### src/rtl/muldiv_unit_pkg.sv
// Shared types and constants for the RV32M multiply/divide unit.
package muldiv_unit_pkg;
  localparam int DATA_WIDTH         = 32;
  localparam int MULDIV_DIV_LATENCY = DATA_WIDTH + 1;

  typedef enum logic [2:0] {
    MUL    = 3'b000,
    MULH   = 3'b001,
    MULHSU = 3'b010,
    MULHU  = 3'b011,
    DIV    = 3'b100,
    DIVU   = 3'b101,
    REM    = 3'b110,
    REMU   = 3'b111
  } muldiv_op_e;

  // ST_ prefix keeps state names clear of the MUL/DIV opcode literals
  typedef enum logic [2:0] {ST_IDLE, ST_MUL, ST_DIV, ST_FIX, ST_DONE} muldiv_state_e;

  function automatic logic op_a_signed(muldiv_op_e op);
    return op inside {MULH, MULHSU, DIV, REM};
  endfunction

  function automatic logic op_b_signed(muldiv_op_e op);
    return op inside {MULH, DIV, REM};
  endfunction
endpackage

### src/rtl/muldiv_unit_if.sv
// Request/response handshake between the execute stage and the mul/div unit.
interface muldiv_if import muldiv_unit_pkg::*; #(
  parameter int XLEN = DATA_WIDTH
);
  logic            in_valid_i;
  logic            in_ready_o;
  muldiv_op_e      op_i;
  logic [XLEN-1:0] op_a_i;
  logic [XLEN-1:0] op_b_i;
  logic            kill_i;
  logic            out_valid_o;
  logic            out_ready_i;
  logic [XLEN-1:0] result_o;
  logic            busy_o;

  modport master (
    output in_valid_i, op_i, op_a_i, op_b_i, kill_i, out_ready_i,
    input  in_ready_o, out_valid_o, result_o, busy_o
  );
  modport slave (
    input  in_valid_i, op_i, op_a_i, op_b_i, kill_i, out_ready_i,
    output in_ready_o, out_valid_o, result_o, busy_o
  );
endinterface

### src/rtl/muldiv_unit_div_core.sv
// Unsigned radix-2 restoring divider; the first quotient bit retires on the start edge.
module div_core import muldiv_unit_pkg::*; #(
  parameter int XLEN = DATA_WIDTH
) (
  input  logic            clk,
  input  logic            rst,
  input  logic            start,
  input  logic [XLEN-1:0] dividend,
  input  logic [XLEN-1:0] divisor,
  output logic            done,
  output logic [XLEN-1:0] quot,
  output logic [XLEN-1:0] rem
);
  localparam int CW = $clog2(XLEN) + 1;

  logic [CW-1:0]   cnt;
  logic [XLEN-1:0] rem_q, quot_q, div_q;
  logic [XLEN-1:0] src_r, src_q, src_d, nxt_r, nxt_q;
  logic [XLEN:0]   r2, diff;

  // quot_q shifts dividend bits out at the top and quotient bits in at the bottom
  always_comb begin
    src_r = start ? '0 : rem_q;
    src_q = start ? dividend : quot_q;
    src_d = start ? divisor : div_q;
    r2    = {src_r, src_q[XLEN-1]};
    diff  = r2 - {1'b0, src_d};
    nxt_r = diff[XLEN] ? r2[XLEN-1:0] : diff[XLEN-1:0];
    nxt_q = {src_q[XLEN-2:0], ~diff[XLEN]};
  end

  always_ff @(posedge clk) begin
    if (rst) begin
      cnt    <= '0;
      done   <= 1'b0;
      rem_q  <= '0;
      quot_q <= '0;
      div_q  <= '0;
    end else if (start) begin
      rem_q  <= nxt_r;
      quot_q <= nxt_q;
      div_q  <= divisor;
      cnt    <= CW'(1);
      done   <= 1'b0;
    end else if (cnt != '0) begin
      rem_q  <= nxt_r;
      quot_q <= nxt_q;
      if (cnt == CW'(XLEN-1)) begin
        cnt  <= '0;
        done <= 1'b1;
      end else begin
        cnt  <= cnt + 1'b1;
      end
    end
  end

  assign quot = quot_q;
  assign rem  = rem_q;
endmodule

### src/rtl/muldiv_unit.sv
// RV32M multiply/divide unit: pipelined multiplier, iterative divider, kill and output backpressure.
module muldiv_unit import muldiv_unit_pkg::*; #(
  parameter int XLEN       = DATA_WIDTH,
  parameter int MUL_CYCLES = 2
) (
  input  logic     clk,
  input  logic     rst,
  muldiv_if.slave  bus
);
  localparam int CW = $clog2(XLEN) + 1;

  muldiv_state_e     state;
  muldiv_op_e        op_q, op_sel;
  logic [CW-1:0]     cnt;
  logic              q_neg_q, r_neg_q;
  logic              a_neg, b_neg, div_by0, ovf, accept, div_start, div_done;
  logic [XLEN-1:0]   a_mag, b_mag, spec_res, quot, rem, mul_res;
  logic [2*XLEN-1:0] prod, mul_tap;

  assign a_neg   = op_a_signed(bus.op_i) & bus.op_a_i[XLEN-1];
  assign b_neg   = op_b_signed(bus.op_i) & bus.op_b_i[XLEN-1];
  assign prod    = {{XLEN{a_neg}}, bus.op_a_i} * {{XLEN{b_neg}}, bus.op_b_i};
  assign a_mag   = a_neg ? -bus.op_a_i : bus.op_a_i;
  assign b_mag   = b_neg ? -bus.op_b_i : bus.op_b_i;

  assign div_by0  = (bus.op_b_i == '0);
  assign ovf      = (bus.op_i inside {DIV, REM}) && (bus.op_a_i == {1'b1, {(XLEN-1){1'b0}}})
                    && (&bus.op_b_i);
  assign spec_res = bus.op_i[1] ? (div_by0 ? bus.op_a_i : '0) : (div_by0 ? '1 : bus.op_a_i);

  assign accept    = (state == ST_IDLE) & bus.in_valid_i & ~bus.kill_i;
  assign div_start = accept & bus.op_i[2] & ~div_by0 & ~ovf;

  // Product is captured on accept and walks a retimable register chain to the result register
  generate
    if (MUL_CYCLES == 1) begin : g_nopipe
      assign mul_tap = prod;
    end else begin : g_pipe
      logic [2*XLEN-1:0] pipe [MUL_CYCLES-1];
      always_ff @(posedge clk) begin
        if (accept) pipe[0] <= prod;
        for (int i = 1; i < MUL_CYCLES-1; i++) pipe[i] <= pipe[i-1];
      end
      assign mul_tap = pipe[MUL_CYCLES-2];
    end
  endgenerate

  assign op_sel  = (state == ST_IDLE) ? bus.op_i : op_q;
  assign mul_res = (op_sel == MUL) ? mul_tap[XLEN-1:0] : mul_tap[2*XLEN-1:XLEN];

  div_core #(.XLEN(XLEN)) u_div (
    .clk      (clk),
    .rst      (rst),
    .start    (div_start),
    .dividend (a_mag),
    .divisor  (b_mag),
    .done     (div_done),
    .quot     (quot),
    .rem      (rem)
  );

  always_ff @(posedge clk) begin
    if (rst) begin
      state           <= ST_IDLE;
      op_q            <= MUL;
      cnt             <= '0;
      q_neg_q         <= 1'b0;
      r_neg_q         <= 1'b0;
      bus.in_ready_o  <= 1'b1;
      bus.out_valid_o <= 1'b0;
      bus.busy_o      <= 1'b0;
      bus.result_o    <= '0;
    end else if (bus.kill_i) begin
      state           <= ST_IDLE;
      cnt             <= '0;
      bus.in_ready_o  <= 1'b1;
      bus.out_valid_o <= 1'b0;
      bus.busy_o      <= 1'b0;
    end else begin
      case (state)
        ST_IDLE: if (bus.in_valid_i) begin
          op_q           <= bus.op_i;
          q_neg_q        <= a_neg ^ b_neg;
          r_neg_q        <= a_neg;
          bus.in_ready_o <= 1'b0;
          bus.busy_o     <= 1'b1;
          if (!bus.op_i[2]) begin
            if (MUL_CYCLES == 1) begin
              bus.result_o    <= mul_res;
              bus.out_valid_o <= 1'b1;
              state           <= ST_DONE;
            end else begin
              cnt   <= CW'(MUL_CYCLES-1);
              state <= ST_MUL;
            end
          end else if (div_by0 || ovf) begin
            bus.result_o    <= spec_res;
            bus.out_valid_o <= 1'b1;
            state           <= ST_DONE;
          end else begin
            cnt   <= CW'(XLEN-1);
            state <= ST_DIV;
          end
        end
        ST_MUL: begin
          cnt <= cnt - 1'b1;
          if (cnt == CW'(1)) begin
            bus.result_o    <= mul_res;
            bus.out_valid_o <= 1'b1;
            state           <= ST_DONE;
          end
        end
        // Counter ends the DIV state on the edge the core retires its last bit
        ST_DIV: begin
          cnt <= cnt - 1'b1;
          if (cnt == CW'(1)) state <= ST_FIX;
        end
        ST_FIX: if (div_done) begin
          if (op_q[1]) bus.result_o <= r_neg_q ? -rem : rem;
          else         bus.result_o <= q_neg_q ? -quot : quot;
          bus.out_valid_o <= 1'b1;
          state           <= ST_DONE;
        end
        ST_DONE: if (bus.out_ready_i) begin
          bus.out_valid_o <= 1'b0;
          bus.in_ready_o  <= 1'b1;
          bus.busy_o      <= 1'b0;
          state           <= ST_IDLE;
        end
        default: state <= ST_IDLE;
      endcase
    end
  end
endmodule
### src/flat_wrapper.sv
// flat-port wrapper written by rule: the top's interface ports become plain ports
module muldiv_unit_flat import muldiv_unit_pkg::*;
#(
  parameter int XLEN       = DATA_WIDTH,
  parameter int MUL_CYCLES = 2
)
  (clk, rst, bus_in_valid_i, bus_op_i, bus_op_a_i, bus_op_b_i, bus_kill_i, bus_out_ready_i, bus_in_ready_o, bus_out_valid_o, bus_result_o, bus_busy_o);
  muldiv_if #(.XLEN(XLEN)) bus_i ();
  input  logic clk;
  input  logic rst;
  input wire logic [$bits(bus_i.in_valid_i)-1:0] bus_in_valid_i;
  input wire logic [$bits(bus_i.op_i)-1:0] bus_op_i;
  input wire logic [$bits(bus_i.op_a_i)-1:0] bus_op_a_i;
  input wire logic [$bits(bus_i.op_b_i)-1:0] bus_op_b_i;
  input wire logic [$bits(bus_i.kill_i)-1:0] bus_kill_i;
  input wire logic [$bits(bus_i.out_ready_i)-1:0] bus_out_ready_i;
  output wire logic [$bits(bus_i.in_ready_o)-1:0] bus_in_ready_o;
  output wire logic [$bits(bus_i.out_valid_o)-1:0] bus_out_valid_o;
  output wire logic [$bits(bus_i.result_o)-1:0] bus_result_o;
  output wire logic [$bits(bus_i.busy_o)-1:0] bus_busy_o;
  assign bus_i.in_valid_i = bus_in_valid_i;
  assign bus_i.op_i = bus_op_i;
  assign bus_i.op_a_i = bus_op_a_i;
  assign bus_i.op_b_i = bus_op_b_i;
  assign bus_i.kill_i = bus_kill_i;
  assign bus_i.out_ready_i = bus_out_ready_i;
  assign bus_in_ready_o = bus_i.in_ready_o;
  assign bus_out_valid_o = bus_i.out_valid_o;
  assign bus_result_o = bus_i.result_o;
  assign bus_busy_o = bus_i.busy_o;
  muldiv_unit #(.XLEN(XLEN), .MUL_CYCLES(MUL_CYCLES)) u_core (.clk(clk), .rst(rst), .bus(bus_i));
endmodule
### config.mk
export PLATFORM = sky130hd
export DESIGN_NAME = muldiv_unit_flat
export DESIGN_NICKNAME = d
export VERILOG_FILES = /design/src/rtl/muldiv_unit_pkg.sv /design/src/rtl/muldiv_unit_if.sv /design/src/rtl/muldiv_unit_div_core.sv /design/src/rtl/muldiv_unit.sv /design/src/flat_wrapper.sv
export SDC_FILE = /design/constraint.sdc
export NUM_CORES = 2
export LEC_CHECK = 0
export ABC_AREA = 1
export CAP_MARGIN = 20
export CORE_MARGIN = 4
export CORE_UTILIZATION = 32
export CTS_CLUSTER_SIZE = 24
export DETAILED_ROUTE_END_ITERATION = 12
export DONT_BUFFER_PORTS = 1
export PLACE_DENSITY = 0.46
export SYNTH_ARGS = -nofsm -noshare
export SYNTH_HDL_FRONTEND = slang
export SYNTH_HIERARCHICAL = 1
export SYNTH_SLANG_ARGS = --single-unit
export TNS_END_PERCENT = 30
### constraint.sdc
create_clock -name clk -period 14.9 [get_ports clk]
set_input_delay 2.98 -clock clk [delete_from_list [all_inputs] [get_ports clk]]
set_output_delay 2.98 -clock clk [all_outputs]
set_load 0.02 [all_outputs]
==> reports/metrics.sh <==
OUTCOME='complete, no violations'
MAXCAPVIOLATIONS=0
FMAX_MHz=84.55
FIRST_GLOBAL_VIAS=49934
POST-ROUTE-PERIOD-UTIL=0.7937
CRITICAL-PATH-MAX-STAGE-DELAY_NS=0.88
LAYOUT-DRIVE-GT1-SHARE=0.02615
CORE_SQ_UM=174600
POSTSYNTHNETCOUNT=9108
TIMING_MAX_TRANSITION_VIOLATIONS_FINAL=0
CRITICAL_PATH_CLASS='in -> reg'
WORST_EP_REQUIRED_TIME_NS=15.19
IOS=107
FIRST_DRT_ITERATION_DRCS=2982
INITIAL_CORE_UTIL=0.3228
CTSRESIZECOUNT=0
POST-ROUTE-CELL-AREA_SQ_UM=59100
SYNTH_AREA_SQ_UM=56360
CRITICAL_PATH.SLOWEST_CELL='sky130_fd_sc_hd__fa_1'
TNS_NS=0
FINAL_HOLD_VIOL_COUNT=0
CTS_MAX_LEVEL=2
CP.ARRIVAL_NS=12.12
MAX_SLEW.WORST_PIN.SLEW_NS=0.9976
CLOCKBUFFERDEPTH=3
GRT_OVERFLOW=0
SYN_INST=7657
WL_PER_CELL_UM=21.54
POST_DP_CELL_AREA_SQ_UM=57890
MAXIMUM_NUMBER_OF_PINS_ON_ONE_NET_BEFORE_GLOBAL_ROUTE_REPAIR=108
ANTENNA_LEFT=0
RSZ0062_AT_GRT='no'
CORE_OCCUPANCY_IN_THE_FINISHED_LAYOUT=0.3385
FINALSETUPVIOLCOUNT=0
POST-SYNTH-TOP-AREA-CELL='sky130_fd_sc_hd__fa_1'
FP-ROW-COUNT=153
VIASPERCELL=4.834
TRITONCTS='built'
FINAL_PERIOD_MINUS_WORST_SETUP_SLACK_NS=11.83
VIAS=46935
MAX-SLEW-MARGIN-REL=0.3279
DP_HPWL_UM=159900
WORST_SETUP_HOLD_PATH_CLK_SLEW_NS=0.05
DIE-AREA_SQ_UM=182900
YS_FF_LATCH=216
HOLDBUFCOUNTCTS=0
CRITPATHMAXFANOUT=17
CTS-BUFFERS-INSERTED=34
NNETSFINAL=8807
POST-CTS-SETUP-BUFFER-COUNT=0
LAYOUT-AREA-OVERHEAD-VS-SYNTH_PCT=4.855
PORT_BUFFERS=0
DRC_ERRORS=0
DETAILEDROUTE.FIRSTPASSITERATIONCOUNT=6
GRT_ANTENNA_BEFORE_REPAIR=5
WORST_SETUP_PATH_END_KIND='flip-flop'
DETAIL_ROUTE.WIRELENGTH_UM=209200
DIE-HEIGHT_UM=427.7
CRITPATHMOSTFREQUENTCELL='sky130_fd_sc_hd__fa_1'
YS_WARN_COUNT=6
CLK_ROOT_BUFFER_CELL='sky130_fd_sc_hd__clkbuf_16'
GRT_PASS1_WL_UM=318000
CELL_TYPES_WITH_THE_LARGEST_AREA_SHARE_AFTER_SYNTHESIS='sky130_fd_sc_hd__fa_1 40%, sky130_fd_sc_hd__nand2_1 13%, sky130_fd_sc_hd__inv_1 13%, sky130_fd_sc_hd__ha_1 5.6%, sky130_fd_sc_hd__dfxtp_1 5.4%'
CLOCK-SINKS=216
SEQ_TOTAL_AREA_YOSYS=0.08809
SYNTH_AREA_PER_CELL_SQ_UM=7.361
FLOORPLAN.DIE.WIDTH_UM=427.7
TIMING.HOLD.WORST.CLASS='reg -> reg'
SYNTH.DISTINCT_CELLS=51
GRT_RESOURCE_USAGE_TOTAL=0.2304
SKEW_NS=0.03128
FRACTION_OF_POST_SYNTHESIS_CELL_AREA_IN_THE_TOP_CELL_TYPE_BY_AREA=0.3999
PLACE_CONGESTION=0.9102
CRITICAL_PATH.STARTPOINT_TYPE='primary input'
CLOCK_NETWORK_LATENCY_TO_THE_LATER_PIN_OF_THE_WORST_SKEW_PAIR_NS=0.55
## metrics by stage
stage / setup WS (ns) / hold slack (ns) / instances
after floorplan: 4.393 / 0.4413 / 7657
after global placement: 2.566 / 0.4491 / 9644
after detailed placement: 2.411 / 0.4571 / 9644
after CTS: 2.966 / 0.4654 / 9705
after global routing: 2.469 / 0.4888 / 9706
final: 3.073 / 0.4665 / 9709
## kinds of logic (layout without fill, tap and decap cells)
| kind of cell | count (synthesis) | count (layout) | synth area share |
|---|---|---|---|
| and+or+nand+nor | 3135 | 3135 | 0.2275 |
| buffers and inverters | 2279 | 2003 | 0.1555 |
| adders and majority gates | 1379 | 1379 | 0.4561 |
| AOI/OAI and AO/OA | 493 | 493 | 0.04804 |
| DFF | 216 | 216 | 0.08809 |
| xor gates and xnor gates | 124 | 124 | 0.01927 |
| muxes | 31 | 31 | 0.005506 |
| other | 0 | 3 | 0 |
## worst paths after layout
check / from / slack, ns / to / cells past startpoint
worst max-delay path: bus_op_i[2] / 3.07 / u_core/g_pipe.pipe[0][60] / 30
worst min-delay path: u_core/u_div/div_q[0] / 0.47 / u_core/u_div/div_q[0] / 2
worst max register to register: u_core/state[2] / 9.17 / u_core/u_div/rem[19] / 25
worst min register to register: u_core/u_div/div_q[0] / 0.47 / u_core/u_div/div_q[0] / 2
## metal layers
metal	global-route usage	wire length [um]
met1	0.3069	92000
met2	0.3998	101700
met3	0.01875	8601
met4	0.06788	6814
met5	0	0
## registers in the layout, indices dropped and copies added, names as in the netlist, 6 cells and up
signal	cells
u_core/u_div/cnt	6
u_core/u_div/quot	32
u_core/g_pipe.pipe	64
u_core/u_div/rem	32
u_core/bus.result_o	32
u_core/u_div/div_q	32
u_core/cnt	6
## synth_stat cells (all sizes together)
| cell type | n |
|---|---|
| o21ai | 193 |
| dfxtp | 152 |
| a31oi | 44 |
| fa | 1126 |
| a21o | 9 |
| and3 | 3 |
| nand3 | 346 |
| nor2 | 607 |
| o31ai | 3 |
| nand2 | 2045 |
| nand3b | 24 |
| clkbuf | 195 |
| o311ai | 1 |
| a21oi | 202 |
| or2 | 6 |
| nor3b | 1 |
| clkinv | 5 |
| nand4 | 56 |
| o21a | 2 |
| nor4 | 3 |
| buf | 166 |
| a21boi | 1 |
| xor2 | 95 |
| edfxtp | 64 |
| and2 | 3 |
| o21bai | 14 |
| inv | 1913 |
| mux2i | 31 |
| o211ai | 24 |
| ha | 253 |
| xnor2 | 29 |
| nor3 | 41 |
## critical path: cells and delay by family
| kind | cells | cell delay [ns] |
|---|---|---|
| AOI/OAI and AO/OA | 3 | 0.57 |
| adders and majority gates | 9 | 5.13 |
| buffers and inverters | 8 | 1.80 |
| and+or+nand+nor | 10 | 1.59 |
## layout make-up
class | instances | area (sq um)
fillers | 18935 | 115500
well taps | 2325 | 2909
flip-flops and latches | 216 | 4965
clock buffers | 37 | 903.4
diodes | 3 | 7.507
clock inverters | 24 | 267.8
inverters | 1918 | 7203
repair buffers | 24 | 197.7
multi-input cells | 5162 | 42640
## cell usage in the layout (no fill, tap or decap), types with 44 or more instances in the layout
master,instances
sky130_fd_sc_hd__o21ai_0,186
sky130_fd_sc_hd__nand4_1,54
sky130_fd_sc_hd__ha_1,253
sky130_fd_sc_hd__nand2_1,2013
sky130_fd_sc_hd__nor2_1,578
sky130_fd_sc_hd__dfxtp_1,152
sky130_fd_sc_hd__nand3_1,336
sky130_fd_sc_hd__edfxtp_1,64
sky130_fd_sc_hd__inv_1,1893
sky130_fd_sc_hd__fa_1,1126
sky130_fd_sc_hd__a21oi_1,194
sky130_fd_sc_hd__xor2_1,95
sky130_fd_sc_hd__a31oi_1,44
Power is not shown: default switching activity piles up to over one toggle a cycle in this logic, so the estimate is an artifact.
